File: src/rtl/mux2_rr_arbiter_pkg.sv
`default_nettype none
// ============================================================================
// Module      : mux2_rr_arbiter_pkg
// Description : Shared source encodings for the two-input round-robin arbiter.
// Revision    : 1.0 - initial release
// ============================================================================
package mux2_rr_arbiter_pkg;

  // Encoding shared by the grant, the mux select and the last-grant bit.
  localparam logic SRC_A = 1'b0;
  localparam logic SRC_B = 1'b1;

  function automatic logic other_src(input logic src);
    return (src == SRC_A) ? SRC_B : SRC_A;
  endfunction

endpackage
`default_nettype wire

File: src/rtl/mux2_rr_arbiter_rr_pick2.sv
`default_nettype none
// ============================================================================
// Module      : rr_pick2
// Description : Combinational two-way round-robin pick from valids and last grant.
// Revision    : 1.0 - initial release
// ============================================================================
module rr_pick2
  import mux2_rr_arbiter_pkg::*;
(
  input  logic a_valid,
  input  logic b_valid,
  input  logic last,
  output logic gnt,
  output logic any_valid
);

  always_comb begin
    gnt       = SRC_A;
    any_valid = a_valid | b_valid;
    unique case ({a_valid, b_valid})
      2'b10:   gnt = SRC_A;
      2'b01:   gnt = SRC_B;
      // A tie goes to whichever source did not win the previous handshake.
      2'b11:   gnt = other_src(last);
      default: gnt = SRC_A;
    endcase
  end

endmodule
`default_nettype wire

File: src/rtl/mux2_rr_arbiter.sv
`default_nettype none
// ============================================================================
// Module      : mux2_rr_arbiter
// Description : Two-channel round-robin arbiter with a registered output word
//               and select for a downstream 2:1 mux, plus a saturating
//               transfer counter.
// Revision    : 1.0 - initial release
// ============================================================================
module mux2_rr_arbiter
  import mux2_rr_arbiter_pkg::*;
#(
  parameter int WIDTH = 8,
  parameter int CNT_W = 8
) (
  input  logic             clk,
  input  logic             rst_n,
  input  logic             a_valid,
  input  logic [WIDTH-1:0] a_data,
  output logic             a_ready,
  input  logic             b_valid,
  input  logic [WIDTH-1:0] b_data,
  output logic             b_ready,
  output logic             out_valid,
  input  logic             out_ready,
  output logic [WIDTH-1:0] out_data,
  output logic             sel,
  output logic [CNT_W-1:0] xfer_cnt
);

  localparam logic [CNT_W-1:0] c_cnt_max = {CNT_W{1'b1}};

  logic             r_out_valid;
  logic [WIDTH-1:0] r_out_data;
  logic             r_sel;
  logic             r_last;
  logic [CNT_W-1:0] r_xfer_cnt;

  logic             w_gnt;
  logic             w_any_valid;
  logic             w_load;
  logic             w_drain;

  rr_pick2 u_pick (
    .a_valid   (a_valid),
    .b_valid   (b_valid),
    .last      (r_last),
    .gnt       (w_gnt),
    .any_valid (w_any_valid)
  );

  assign w_load  = ~r_out_valid | out_ready;
  assign w_drain = r_out_valid & out_ready;

  // Readies are masked while reset is held so no word is consumed then.
  assign a_ready = rst_n & w_load & a_valid & (w_gnt == SRC_A);
  assign b_ready = rst_n & w_load & b_valid & (w_gnt == SRC_B);

  always_ff @(posedge clk or negedge rst_n) begin
    if (!rst_n) begin
      r_out_valid <= 1'b0;
      r_out_data  <= '0;
      r_sel       <= SRC_A;
      r_last      <= SRC_B;
    end else if (w_load) begin
      if (w_any_valid) begin
        r_out_valid <= 1'b1;
        r_out_data  <= (w_gnt == SRC_B) ? b_data : a_data;
        r_sel       <= w_gnt;
        r_last      <= w_gnt;
      end else begin
        r_out_valid <= 1'b0;
      end
    end
  end

  always_ff @(posedge clk or negedge rst_n) begin
    if (!rst_n) begin
      r_xfer_cnt <= '0;
    end else if (w_drain && (r_xfer_cnt != c_cnt_max)) begin
      r_xfer_cnt <= r_xfer_cnt + 1'b1;
    end
  end

  assign out_valid = r_out_valid;
  assign out_data  = r_out_data;
  assign sel       = r_sel;
  assign xfer_cnt  = r_xfer_cnt;

endmodule
`default_nettype wire
File: config.mk
export PLATFORM = sky130hd
export DESIGN_NAME = mux2_rr_arbiter
export DESIGN_NICKNAME = d
export VERILOG_FILES = /design/src/rtl/mux2_rr_arbiter_pkg.sv /design/src/rtl/mux2_rr_arbiter_rr_pick2.sv /design/src/rtl/mux2_rr_arbiter.sv
export SDC_FILE = /design/constraint.sdc
export NUM_CORES = 1
export LEC_CHECK = 0
export BUFFER_PORTS_ARGS = -buffer_cell sky130_fd_sc_hd__buf_2
export CAP_MARGIN = 5
export CORE_MARGIN = 1
export CORE_UTILIZATION = 25
export CTS_BUF_LIST = sky130_fd_sc_hd__clkbuf_4 sky130_fd_sc_hd__clkbuf_8 sky130_fd_sc_hd__clkbuf_16
export DETAILED_ROUTE_END_ITERATION = 8
export GPL_TIMING_DRIVEN = 0
export PLACE_DENSITY = 0.55
export SKIP_CTS_REPAIR_TIMING = 1
export SYNTH_ARGS = -nofsm -noshare
export SYNTH_HDL_FRONTEND = slang
export SYNTH_SLANG_ARGS = --single-unit
File: constraint.sdc
create_clock -name clk -period 1.51 [get_ports clk]
set_input_delay 0.151 -clock clk [delete_from_list [all_inputs] [get_ports clk]]
set_output_delay 0.151 -clock clk [all_outputs]
set_load 0.005 [all_outputs]
Yosys cells after proc, flatten, opt, wreduce, memory -nomap -nowiden
Cells that the tools add are included.
{ "word_totals": {"out_inout_bits": 20, "elab_cells": 25, "reg_bits": 19} }
{ "classes": {"n_reduce_logical": 2, "n_mux": 4, "n_bitwise": 10, "n_eq_ne": 3, "n_addsub": 1} }
{ "ops": {"columns": ["operator", "count"], "rows": [
  ["$add A8 B1 Y8 const B", 1],
  ["$mux W8", 1],
  ["$ne A8 B8 Y1 const B", 1],
  ["$and A1 B1 Y1", 6],
  ["$eq A2 B1 Y1 const B", 1],
  ["$eq A2 B2 Y1 const B", 1],
  ["$mux W1", 2],
  ["$not A1 Y1", 2],
  ["$or A1 B1 Y1", 2],
  ["$pmux W1 S2", 1],
  ["$reduce_and A2 Y1", 1],
  ["$logic_and A1 B1 Y1", 1]
]} }

Longest topological paths before layout
Gate-level depths: netlist of run 1.
{ "depth": {"ltp_word": 5, "ltp_mapped": 4, "ltp_nobuf": 4} }

Hierarchy
Synthesis of run 1 repeated with hierarchy kept, for this count alone.
{ "hier_totals": {"cells_unflattened": 87, "area_unflattened_um2": 919.6} }
{ "modules_own_cells": {"columns": ["mod", "n_inst", "area_per_inst_um2", "seq_area_each_um2", "cells_per_inst"], "rows": [
  ["mux2_rr_arbiter", 1, 905.9, 476.7, 85],
  ["rr_pick2", 1, 13.8, 0.0, 2]
]} }

Worst setup path before layout of run 1
No wires, ideal clock.
{ "synth_path": {"path_type": "register -> register", "from": "register r_xfer_cnt[0], in the netlist xfer_cnt[0]", "to": "register r_xfer_cnt[1], in the netlist xfer_cnt[1]", "setup_ps": 125, "path_stages_with_launch": 5, "arrival_time_ps": 1307, "path_slack_ps": 79, "n_path_buf": 0, "path_cell_list": "dfrtp_1 ha_1 nand3_1 o211ai_1 mux2_2"} }
{ "synth_via": {"elab_chain_len": 2, "word_cells_on_any_way": 3, "cone_classes": "1 x add/sub; 1 x eq/ne; 1 x reduce/logical"} }
{ "synth_rtl": {"columns": ["item", "line", "rtl"], "rows": [
  ["start, declared", "mux2_rr_arbiter.sv:36", "logic [CNT_W-1:0] r_xfer_cnt;"],
  ["start signal, assigned", "mux2_rr_arbiter.sv:80", "r_xfer_cnt <= r_xfer_cnt + 1'b1;"],
  ["branches (longest 2 deep; another with $add A8 B1 Y8)", null, null]
]} }
Parallel ways; which one is timed is not known.
A chain may end at the register's enable or synchronous reset.

Worst setup path in the final report of run 1
{ "layout_path": {"from": "register r_last", "to": "register r_out_data[5], in the netlist out_data[5]"} }
{ "layout_via": {"elab_chain_len": 3} }
{ "layout_rtl": {"columns": ["item", "line", "rtl"], "rows": [
  ["start, declared", "mux2_rr_arbiter.sv:35", "logic r_last;"],
  ["start signal, assigned", "mux2_rr_arbiter.sv:69", "r_last <= w_gnt;"],
  ["$mux W1", "mux2_rr_arbiter_pkg.sv:14", "return (src == SRC_A) ? SRC_B : SRC_A;"],
  ["$pmux W1 S2", "mux2_rr_arbiter_rr_pick2.sv:20", "unique case ({a_valid, b_valid})"],
  ["$mux W8", "mux2_rr_arbiter.sv:67", "r_out_data <= (w_gnt == SRC_B) ? b_data : a_data;"],
  ["end signal, assigned", "mux2_rr_arbiter.sv:67", null],
  ["end, declared", "mux2_rr_arbiter.sv:33", "logic [WIDTH-1:0] r_out_data;"]
]} }
Every way passes these cells.

==> qor.yml, run 1 <==
status: "complete, no violations"
fin_nets: 149
min_period_ns: 1.48
dpl_cell_area_sq_um: 1250
io_pins: 41
clock_sinks: 19
grt_start_max_net_pins: 22
fp.dieW_um: 65
core_area_sq_um: 3740
relSlewSlack_pct: 42.8
finalCritPeriodShare_pct: 97.9
min_path_type: "input port to flip-flop"
yosysWarnings: 0
path_clk_slew_ns: 0.08
vias: 788
met1_usage_pct: 13.1
ys_types: 25
drv_cap: 0
numCtsBuffers: 3
rows: 22
design_area_sq_um: 1390
first_global_vias: 730
insertion_delay_ns: 0.25
fp.dieH_um: 65
max_freq_mhz: 677
place.gp.congestion: 0.713
worstSetupPathType: "flip-flop to flip-flop"
endpoint_kind: "flip-flop"
syn_to_final_growth_pct: 40.1
fin_skew_ns: 0.00497
startpoint_type: "flip-flop"
clock_path_buffers: 2
startpoint: "r_last"
power.density_nw_per_um2: 1330
postSynthNetCount: 98
antenna_found_initial: 0
hp-start: "a_valid"
drive_above_1_share_pct: 59.5
cp.arrival_ns: 1.62
netlist_area_sq_um: 992
dp_cells: 164
grt_pass1_wl_um: 3220
ir_drop_v: 0.000546
regToRegStartpoint: "r_last"
synth_seq_cells: 19
worst_slew_pin_slew_ns: 0.855
antenna_cells: 0
cp.required_ns: 1.65
port-buffer-count: 40
met2_usage_pct: 15.5
rsz0062_at_grt: "yes"
path_max_fanout: 5
instances_no_fill: 174
root_buffer: "clkbuf_8"
ys_seq_area_share_pct: 48.0
hold_violations: 0
cts_tree: "yes"
setup_viol_count_final: 0
wl_per_cell_um: 12.8
fill_cells: 397
ant_nets: 0
regArea_sq_um: 477
dp_hpwl_um: 1580
leakagePower_nw: 0.673
gr-max-usage-layer: "met2"
finalMaxSlewViolations: 0
first_pass_iters: 3
drt-total-wl_um: 2230
die_area_sq_um: 4230
synth.avg_cell_area_sq_um: 13.1
drt_iter0_markers: 11
htree_levels: 1
grt_overflow: 0
multi_input_area_sq_um: 524
layout_common_cells: "buf_2 (39), dfrtp_1 (18), mux2_4 (15), buf_4 (5), mux2_2 (4)"
gr-usage-met3_pct: 2.99
drt_drc_violations_left: 0
vias_per_cell: 4.53
synthCells: 76
final_common_cell: "buf_2"
track_usage_pct: 10.0
start_util_pct: 26.5
==> cells in the mapped netlist <==
library cell | count | area share [%]
dfstp_2 | 1 | 2.6
and3_1 | 1 | 0.63
mux2_2 | 5 | 5.7
and4_1 | 2 | 1.8
nand4_1 | 2 | 1.3
buf_4 | 1 | 0.76
ha_1 | 1 | 1.3
inv_1 | 2 | 0.76
nand2_1 | 3 | 1.1
mux2_4 | 14 | 21
nand2b_1 | 1 | 0.63
o211ai_1 | 3 | 2.3
a21boi_2 | 1 | 1.1
nor2b_1 | 2 | 1.3
dfrtp_1 | 18 | 45
o21ai_0 | 2 | 1.0
a21oi_1 | 2 | 1.0
and3_2 | 1 | 0.76
nor2_1 | 2 | 0.76
a31oi_1 | 3 | 1.9
a41oi_1 | 1 | 0.88
o21a_1 | 2 | 1.5
nand3_1 | 3 | 1.5
xnor2_1 | 2 | 1.8
buf_6 | 1 | 1.1
==> metrics by stage <==
step	worst slack, ns	utilization (%)	power (W)	setup TNS (ns)	hold slack (ns)
floorplan	0.0786	-	0.00111	0	-0.145
global placement	-0.00986	33.5	0.00133	-0.00986	0.125
detailed placement	-0.0257	33.5	0.00136	-0.0257	0.138
CTS	-0.0433	34.7	0.00172	-0.0433	-0.143
global route	-0.0204	37.1	0.00198	-0.0251	0.132
finish	0.0323	37.1	0.00186	0	0.137
==> layer usage <==
metal,vias up,wire length (um)
li1,381,-
met1,382,1050
met2,25,1050
met3,0,133
met4,0,0
met5,-,0
==> area by class of cell <==
cell class	count	area share [%]
timing repair buffer	46	18.5
multi-input combinational	53	37.7
sequential	19	34.3
clock buffer	3	2.97
inverter	2	0.540
buffer	2	1.35
tap	48	4.32
clock inverter	1	0.360
==> sequential cells by signal (all words and copies together), names as in the netlist <==
name	flops
out_data	8
xfer_cnt	8
out_valid	1
r_last	1
sel	1
==> critical path, stage by stage (launching register included) <==
cell	delay (ns)
dfstp_2	0.57
a21boi_4	0.07
buf_4	0.17
mux2_4	0.30
mux2_4	0.25
==> cells by family (layout without fill, tap and decap cells) <==
kind of cell | count (synthesis) | after routing | share of synthesized area [%]
AO/OA/AOI/OAI | 14 | 14 | 9.71
flip-flops | 19 | 19 | 48.0
AND/OR/NAND/NOR | 17 | 17 | 9.71
XOR/XNOR | 2 | 2 | 1.77
adder cells (fa/ha/maj) | 1 | 1 | 1.26
multiplexers | 19 | 19 | 26.9
buffers and inverters | 4 | 54 | 2.65
==> path summary, 6_finish.rpt <==
kind	end	cells past startpoint	slack (ns)
max	out_data[5]	4	0.03
min	r_last	2	0.14
max reg2reg	out_data[5]	4	0.03
min reg2reg	out_data[1]	1	0.52
max in group asynchronous	out_data[5]	2	0.40
min in group asynchronous	r_last	2	0.40
==> where the power goes <==
part,leakage (nW),internal [W],switching (W)
Sequential,0.225,0.000654,0.000161
Combinational,0.423,0.000423,0.000259
Clock,0.0255,0.000183,0.000176
Total,0.673,0.00126,0.000596
(Power assumes the default switching activity.)
==> run 2: changes to the inputs <==
Settings changed: ABC_AREA set to 1.
==> run 2 against run 1 <==
Compared with the run above: final cell count is 34% higher; wire length is 0.18% lower; power is 20% lower; flip-flop and latch count stayed put; global-route usage is 1.4 points higher; register-to-register slack better by 0.20 ns; clock skew is 0.00083 ns lower; synthesized cell count is 79% higher; sequential share of layout area is 0.21 points lower; critical path type is now flip-flop to output pin.
==> qor.yml, run 2 <==
cp.arrival_ns: 1.32  # was 1.62 ns
first_global_vias: 911  # was 730
drt_drc_violations_left: 0  # unchanged
yosysWarnings: 0  # unchanged
ys_types: 21  # was 25
power.density_nw_per_um2: 1070  # was 1330 nW/um^2
die_area_sq_um: 4450  # was 4230 sq um
dpl_cell_area_sq_um: 1310  # was 1250 sq um
setup_viol_count_final: 0  # unchanged
status: "complete, no violations"  # unchanged
postSynthNetCount: 158  # was 98
first_pass_iters: 4  # was 3
multi_input_area_sq_um: 492  # was 524 sq um
drv_cap: 0  # unchanged
grt_overflow: 0  # unchanged
synth_flop_cell: "dfrtp_1"  # unchanged
clock_path_buffers: 2  # unchanged
fin_skew_ns: 0.00413  # was 0.00497 ns
hold-worst-slack_ns: 0.145  # was 0.137 ns
synth.avg_cell_area_sq_um: 7.70  # was 13.1 sq um
antenna_cells: 0  # unchanged
fp.dieW_um: 66.7  # was 65 um
netSwitchingPower_w: 0.000483  # was 0.000596 W
synth_edf_count: 0  # unchanged
syn_to_final_growth_pct: 33.6  # was 40.1%
worst_slew_pin_slew_ns: 0.837  # was 0.855 ns
path_max_fanout: 4  # was 5
finalMaxSlewViolations: 0  # unchanged
whs_endpoint: "out_data[1]"  # was r_last
yosysMostFrequentCell: "nand2_1"  # was dfrtp_1
port-buffer-count: 40  # unchanged
vias: 966  # was 788
ys_top_cells_by_area: "dfrtp_1 (43%), nand2_1 (22%), inv_1 (6.1%), o211ai_1 (5.7%), nor2_4 (3.2%)"  # was dfrtp_1 (45%), mux2_4 (21%), mux2_2 (5.7%), dfstp_2 (2.6%), o211ai_1 (2.3%)
place.gp.congestion: 0.726  # was 0.713
async_reset_ff_share_pct: 100  # unchanged
grt_start_max_net_pins: 21  # was 22
startpoint: "r_last"  # unchanged
cp.required_ns: 1.36  # was 1.65 ns
ys_seq_area_share_pct: 45.5  # was 48.0%
drt-total-wl_um: 2230  # about the same
combPwrFrac_pct: 28.1  # was 36.8%
hp-start: "b_data[1]"  # was a_valid
p_clk_share_pct: 24.9  # was 19.4%
synth_top_area_cell: "dfrtp_1"  # unchanged
drt_iter0_markers: 22  # was 11
grt_pass1_wl_um: 3800  # was 3220 um
hold_path_depth: 3  # was 2
htree_levels: 1  # unchanged
pwr-share-seq_pct: 47.0  # was 43.9%
final_common_cell: "nand2_1"  # was buf_2
met2_usage_pct: 17.9  # was 15.5%
endpoint_kind: "output pin"  # was flip-flop
dp_hpwl_um: 1700  # was 1580 um
wl_per_cell_um: 9.56  # was 12.8 um
pre_cts_slack_ns: 0.231  # was -0.0257 ns
path_clk_slew_ns: 0.07  # was 0.08 ns
drive_above_1_share_pct: 32.8  # was 59.5%
worstSetupPathType: "flip-flop to output pin"  # was flip-flop to flip-flop
core_area_sq_um: 4000  # was 3740 sq um
hold_violations: 0  # unchanged
synth_seq_cells: 19  # unchanged
vias_per_cell: 4.15  # was 4.53
min_path_type: "input port to flip-flop"  # unchanged
rr_endpoint: "xfer_cnt[4]"  # was out_data[5]
design_area_sq_um: 1400  # was 1390 sq um
root_buffer: "clkbuf_8"  # unchanged
intPower_w: 0.00101  # was 0.00126 W
layout_common_cells: "nand2_1 (62), buf_2 (40), dfrtp_1 (18), inv_1 (17), o211ai_1 (8)"  # was buf_2 (39), dfrtp_1 (18), mux2_4 (15), buf_4 (5), mux2_2 (4)
rrSetupSlack_ns: 0.23  # was 0.03 ns
regToRegStartpoint: "xfer_cnt[1]"  # was r_last
leakagePower_nw: 0.791  # was 0.673 nW
met1_usage_pct: 14.7  # was 13.1%
ant_nets: 0  # unchanged
cts_tree: "yes"  # unchanged
fp.dieH_um: 66.7  # was 65 um
synthCells: 136  # was 76
relSlewSlack_pct: 44.0  # was 42.8%
io_pins: 41  # unchanged
finalCritPeriodShare_pct: 97.2  # was 97.9%
setup_ws_ns: 0.0428  # was 0.0323 ns
max_freq_mhz: 682  # was 677 MHz
ff2ff_path_depth: 8  # was 4
startpoint_type: "flip-flop"  # unchanged
synth_commonest_cells: "nand2_1 (62), dfrtp_1 (18), inv_1 (17)"  # was dfrtp_1 (18), mux2_4 (14), mux2_2 (5)
track_usage_pct: 11.4  # was 10.0%
fin_nets: 206  # was 149
synth_top_area_share_pct: 43.0  # was 45.4%
clock_sinks: 19  # unchanged
regArea_sq_um: 477  # unchanged
fill_cells: 423  # was 397
start_util_pct: 26.2  # was 26.5%
min_period_ns: 1.47  # was 1.48 ns
antenna_found_initial: 0  # unchanged
insertion_delay_ns: 0.25  # about the same
gr-usage-met3_pct: 2.91  # was 2.99%
p_sw_share_pct: 32.3  # was 32.1%
numCtsBuffers: 3  # unchanged
gr-max-usage-layer: "met2"  # unchanged
rows: 23  # was 22
ir_drop_v: 0.000334  # was 0.000546 V
netlist_area_sq_um: 1050  # was 992 sq um
run 2: cell count changes in the layout (fill, tap and decap cells not counted), moves of 3 or more:
cell / delta
mux2_2: -4
nor2_4: +3
o211ai_1: +5
a31oi_1: -3
buf_4: -3
nand2_1: +59
nor2_1: +4
mux2_4: -15
inv_1: +15
run 2: worst max-delay path by stage:
stage                             end  slack, ns  cells past startpoint
after floorplan           xfer_cnt[4]       0.30                      8
after global placement        a_ready       0.21                      5
after detailed placement  xfer_cnt[4]       0.23                      8
after CTS                     a_ready      -0.04                      5
after global routing          a_ready      -0.04                      5
final                         a_ready       0.04                      5
run 2: cell families (layout without fill, tap and decap cells):
logic type | after synthesis | after routing | share of synthesized area [%]
compound gates | 9 | 9 | 6.57
xor+xnor | 3 | 3 | 2.51
simple gates | 82 | 82 | 35.5
flops | 19 | 19 | 45.5
fa+ha+maj | 1 | 1 | 1.19
buf+inv | 22 | 69 | 8.72
run 2: area by class of cell:
type                       count  share of cell area, %
inverter                      21                   5.99
sequential                    19                   34.1
buffer                         1                  0.537
tap                           50                   4.47
clock buffer                   4                   3.49
timing repair buffer          43                   16.3
multi-input combinational     95                   35.2
run 2: worst max-delay path, cell delays in order, from the launching register on:
cell and delay (ns):
dfstp_2 0.53, nand2_1 0.08, nand2_4 0.09, inv_1 0.06
nor3b_2 0.17, buf_2 0.13
run 2: power groups by stage:
stage                     Combinational [W]  Clock [W]  Sequential, W
after floorplan                    0.000236          0       0.000710
after global placement             0.000412          0       0.000712
after detailed placement           0.000415          0       0.000711
after CTS                          0.000416   0.000390       0.000703
after global routing               0.000485   0.000410       0.000725
final                              0.000419   0.000372       0.000701
run 2: stage by stage:
stage	TNS, ns	utilization (%)	std cells	total power, W
4_1_cts	-0.0484	34.0	230	0.00151
3_3_place_gp	0	32.7	226	0.00112
5_1_grt	-0.0422	35.0	233	0.00162
6_report	0	35.0	233	0.00149
2_1_floorplan	0	-	136	0.000946
3_5_place_dp	0	32.7	226	0.00113
run 2: routing by layer:
metal | up-vias | share of wire [%]
met5 | - | 0
met3 | 2 | 6.8
met2 | 35 | 43
li1 | 509 | -
met4 | 0 | 0.85
met1 | 420 | 49
==> run 3: changes to the inputs <==
Settings changed: CORE_UTILIZATION 25 to 37, PLACE_DENSITY 0.55 to 0.71.
Clock period 1.51 ns to 1.75 ns, I/O delays scaled along.
==> run 3 against run 2 <==
Compared with the run above: final area fell by 4.4%; final cell count fell by 9.0%; non-clock buffer count fell by 1; critical path depth did not move; sequential share of layout area rose by 1.6 points; highest routed layer unchanged; core utilization rose by 17 points.
==> qor.yml, run 3 (synthesis gave the netlist of run 2 again) <==
drt_drc_violations_left: 0  # unchanged
relSlewSlack_pct: 45.5  # was 44.0%
setup_ws_ns: 0.147  # was 0.0428 ns
path_max_fanout: 9  # was 4
power.density_nw_per_um2: 894  # was 1070 nW/um^2
drive_above_1_share_pct: 31.3  # was 32.8%
dp_cells: 206  # was 226
cp.required_ns: 1.57  # was 1.36 ns
grt_overflow: 0  # unchanged
min_period_ns: 1.60
ant_nets: 0  # unchanged
die_area_sq_um: 3050  # was 4450 sq um
fp.dieW_um: 55.2  # was 66.7 um
wl_per_cell_um: 10.7  # was 9.56 um
drv_cap: 0  # unchanged
worst_slew_pin_slew_ns: 0.815  # was 0.837 ns
power_w: 0.00120  # was 0.00149 W
leakagePower_nw: 0.776  # was 0.791 nW
dpl_cell_area_sq_um: 1280  # was 1310 sq um
grt_pass1_wl_um: 3580  # was 3800 um
finalMaxSlewViolations: 0  # unchanged
track_usage_pct: 14.8  # was 11.4%
syn_to_final_growth_pct: 27.7  # was 33.6%
numCtsBuffers: 3  # unchanged
status: "complete, no violations"  # unchanged
fin_nets: 205  # was 206
pre_cts_slack_ns: 0.461  # was 0.231 ns
antenna_found_initial: 0  # unchanged
ir_drop_v: 0.000622  # was 0.000334 V
hold_violations: 0  # unchanged
core_area_sq_um: 2570  # was 4000 sq um
final_common_cell: "nand2_1"  # unchanged
clock_sinks: 19  # unchanged
worstSetupPathType: "flip-flop to output pin"  # unchanged
htree_levels: 1  # unchanged
first_pass_iters: 4  # unchanged
fp.dieH_um: 55.2  # was 66.7 um
fin_skew_ns: 0.00142  # was 0.00413 ns
layout_common_cells: "nand2_1 (62), buf_2 (40), dfrtp_1 (18), inv_1 (17), o211ai_1 (8)"  # unchanged
insertion_delay_ns: 0.30  # was 0.25 ns
rsz0062_at_grt: "no"
place.gp.congestion: 0.800  # was 0.726
start_util_pct: 40.8  # was 26.2%
antenna_cells: 0  # unchanged
drt_iter0_markers: 20  # was 22
startpoint_type: "flip-flop"  # unchanged
cp.arrival_ns: 1.43  # was 1.32 ns
rows: 18  # was 23
drt-total-wl_um: 2260  # was 2230 um
vias_per_cell: 4.69  # was 4.15
port-buffer-count: 40  # unchanged
vias: 994  # was 966
cts_tree: "yes"  # unchanged
first_global_vias: 854  # was 911
min_path_type: "input port to flip-flop"  # unchanged
finalSetupTns_ns: 0  # unchanged
instances_no_fill: 212  # was 233
design_area_sq_um: 1340  # was 1400 sq um
setup_viol_count_final: 0  # unchanged
finalCritPeriodShare_pct: 91.6
root_buffer: "clkbuf_4"  # was clkbuf_8
io_pins: 41  # unchanged
clock_path_buffers: 2  # unchanged
grt_start_max_net_pins: 21  # unchanged
max_freq_mhz: 624
dp_hpwl_um: 1620  # was 1700 um
path_clk_slew_ns: 0.11  # was 0.07 ns
endpoint_kind: "output pin"  # unchanged
-- run 3: worst max-delay path, stage by stage, from the launching register on --
cell	delay [ns]
dfstp_2	0.55
nand2_1	0.08
nand2_4	0.11
inv_1	0.07
nor3b_1	0.17
buf_2	0.14
-- run 3: power by group --
group / total (W) / internal, W / switching [W] / leakage [nW]
Combinational: 0.000359 / 0.000167 / 0.000192 / 0.524
Clock: 0.000232 / 0.0000854 / 0.000147 / 0.0177
Sequential: 0.000605 / 0.000523 / 0.0000813 / 0.234
-- run 3: area by class of cell --
class	count	area, sq um
Timing Repair Buffer	42	220
Tap cell	30	37.5
Buffer	1	7.51
Clock buffer	3	22.5
Clock inverter	1	5.00
Fill cell	265	1230
Inverter	21	83.8
Sequential cell	19	477
Multi-Input combinational cell	95	484
-- run 3: metal layers --
layer	share of wire, %	global-route usage (%)
met4	0.58	4.29
met2	48	24.6
met1	45	18.0
met5	0	0
met3	6.4	5.39
-- run 3: path summary, 6_finish.rpt --
path	from	endpoint	slack [ns]	cells after the start
setup / recovery	r_last	a_ready	0.15	5
hold / removal	b_data[5]	out_data[5]	0.10	3
setup reg to reg	xfer_cnt[1]	xfer_cnt[4]	0.45	8
hold reg to reg	r_last	r_last	0.47	2
max in group asynchronous	rst_n	xfer_cnt[5]	0.71	2
min in group asynchronous	rst_n	r_last	0.43	2
-- run 3: per-stage QoR --
stage / utilization [%] / hold slack, ns
final: 52.1 / 0.105
after global routing: 52.1 / 0.0907
after CTS: 51.1 / -0.205
after detailed placement: 50.0 / 0.147
after global placement: 50.0 / 0.147
after floorplan: - / -0.121
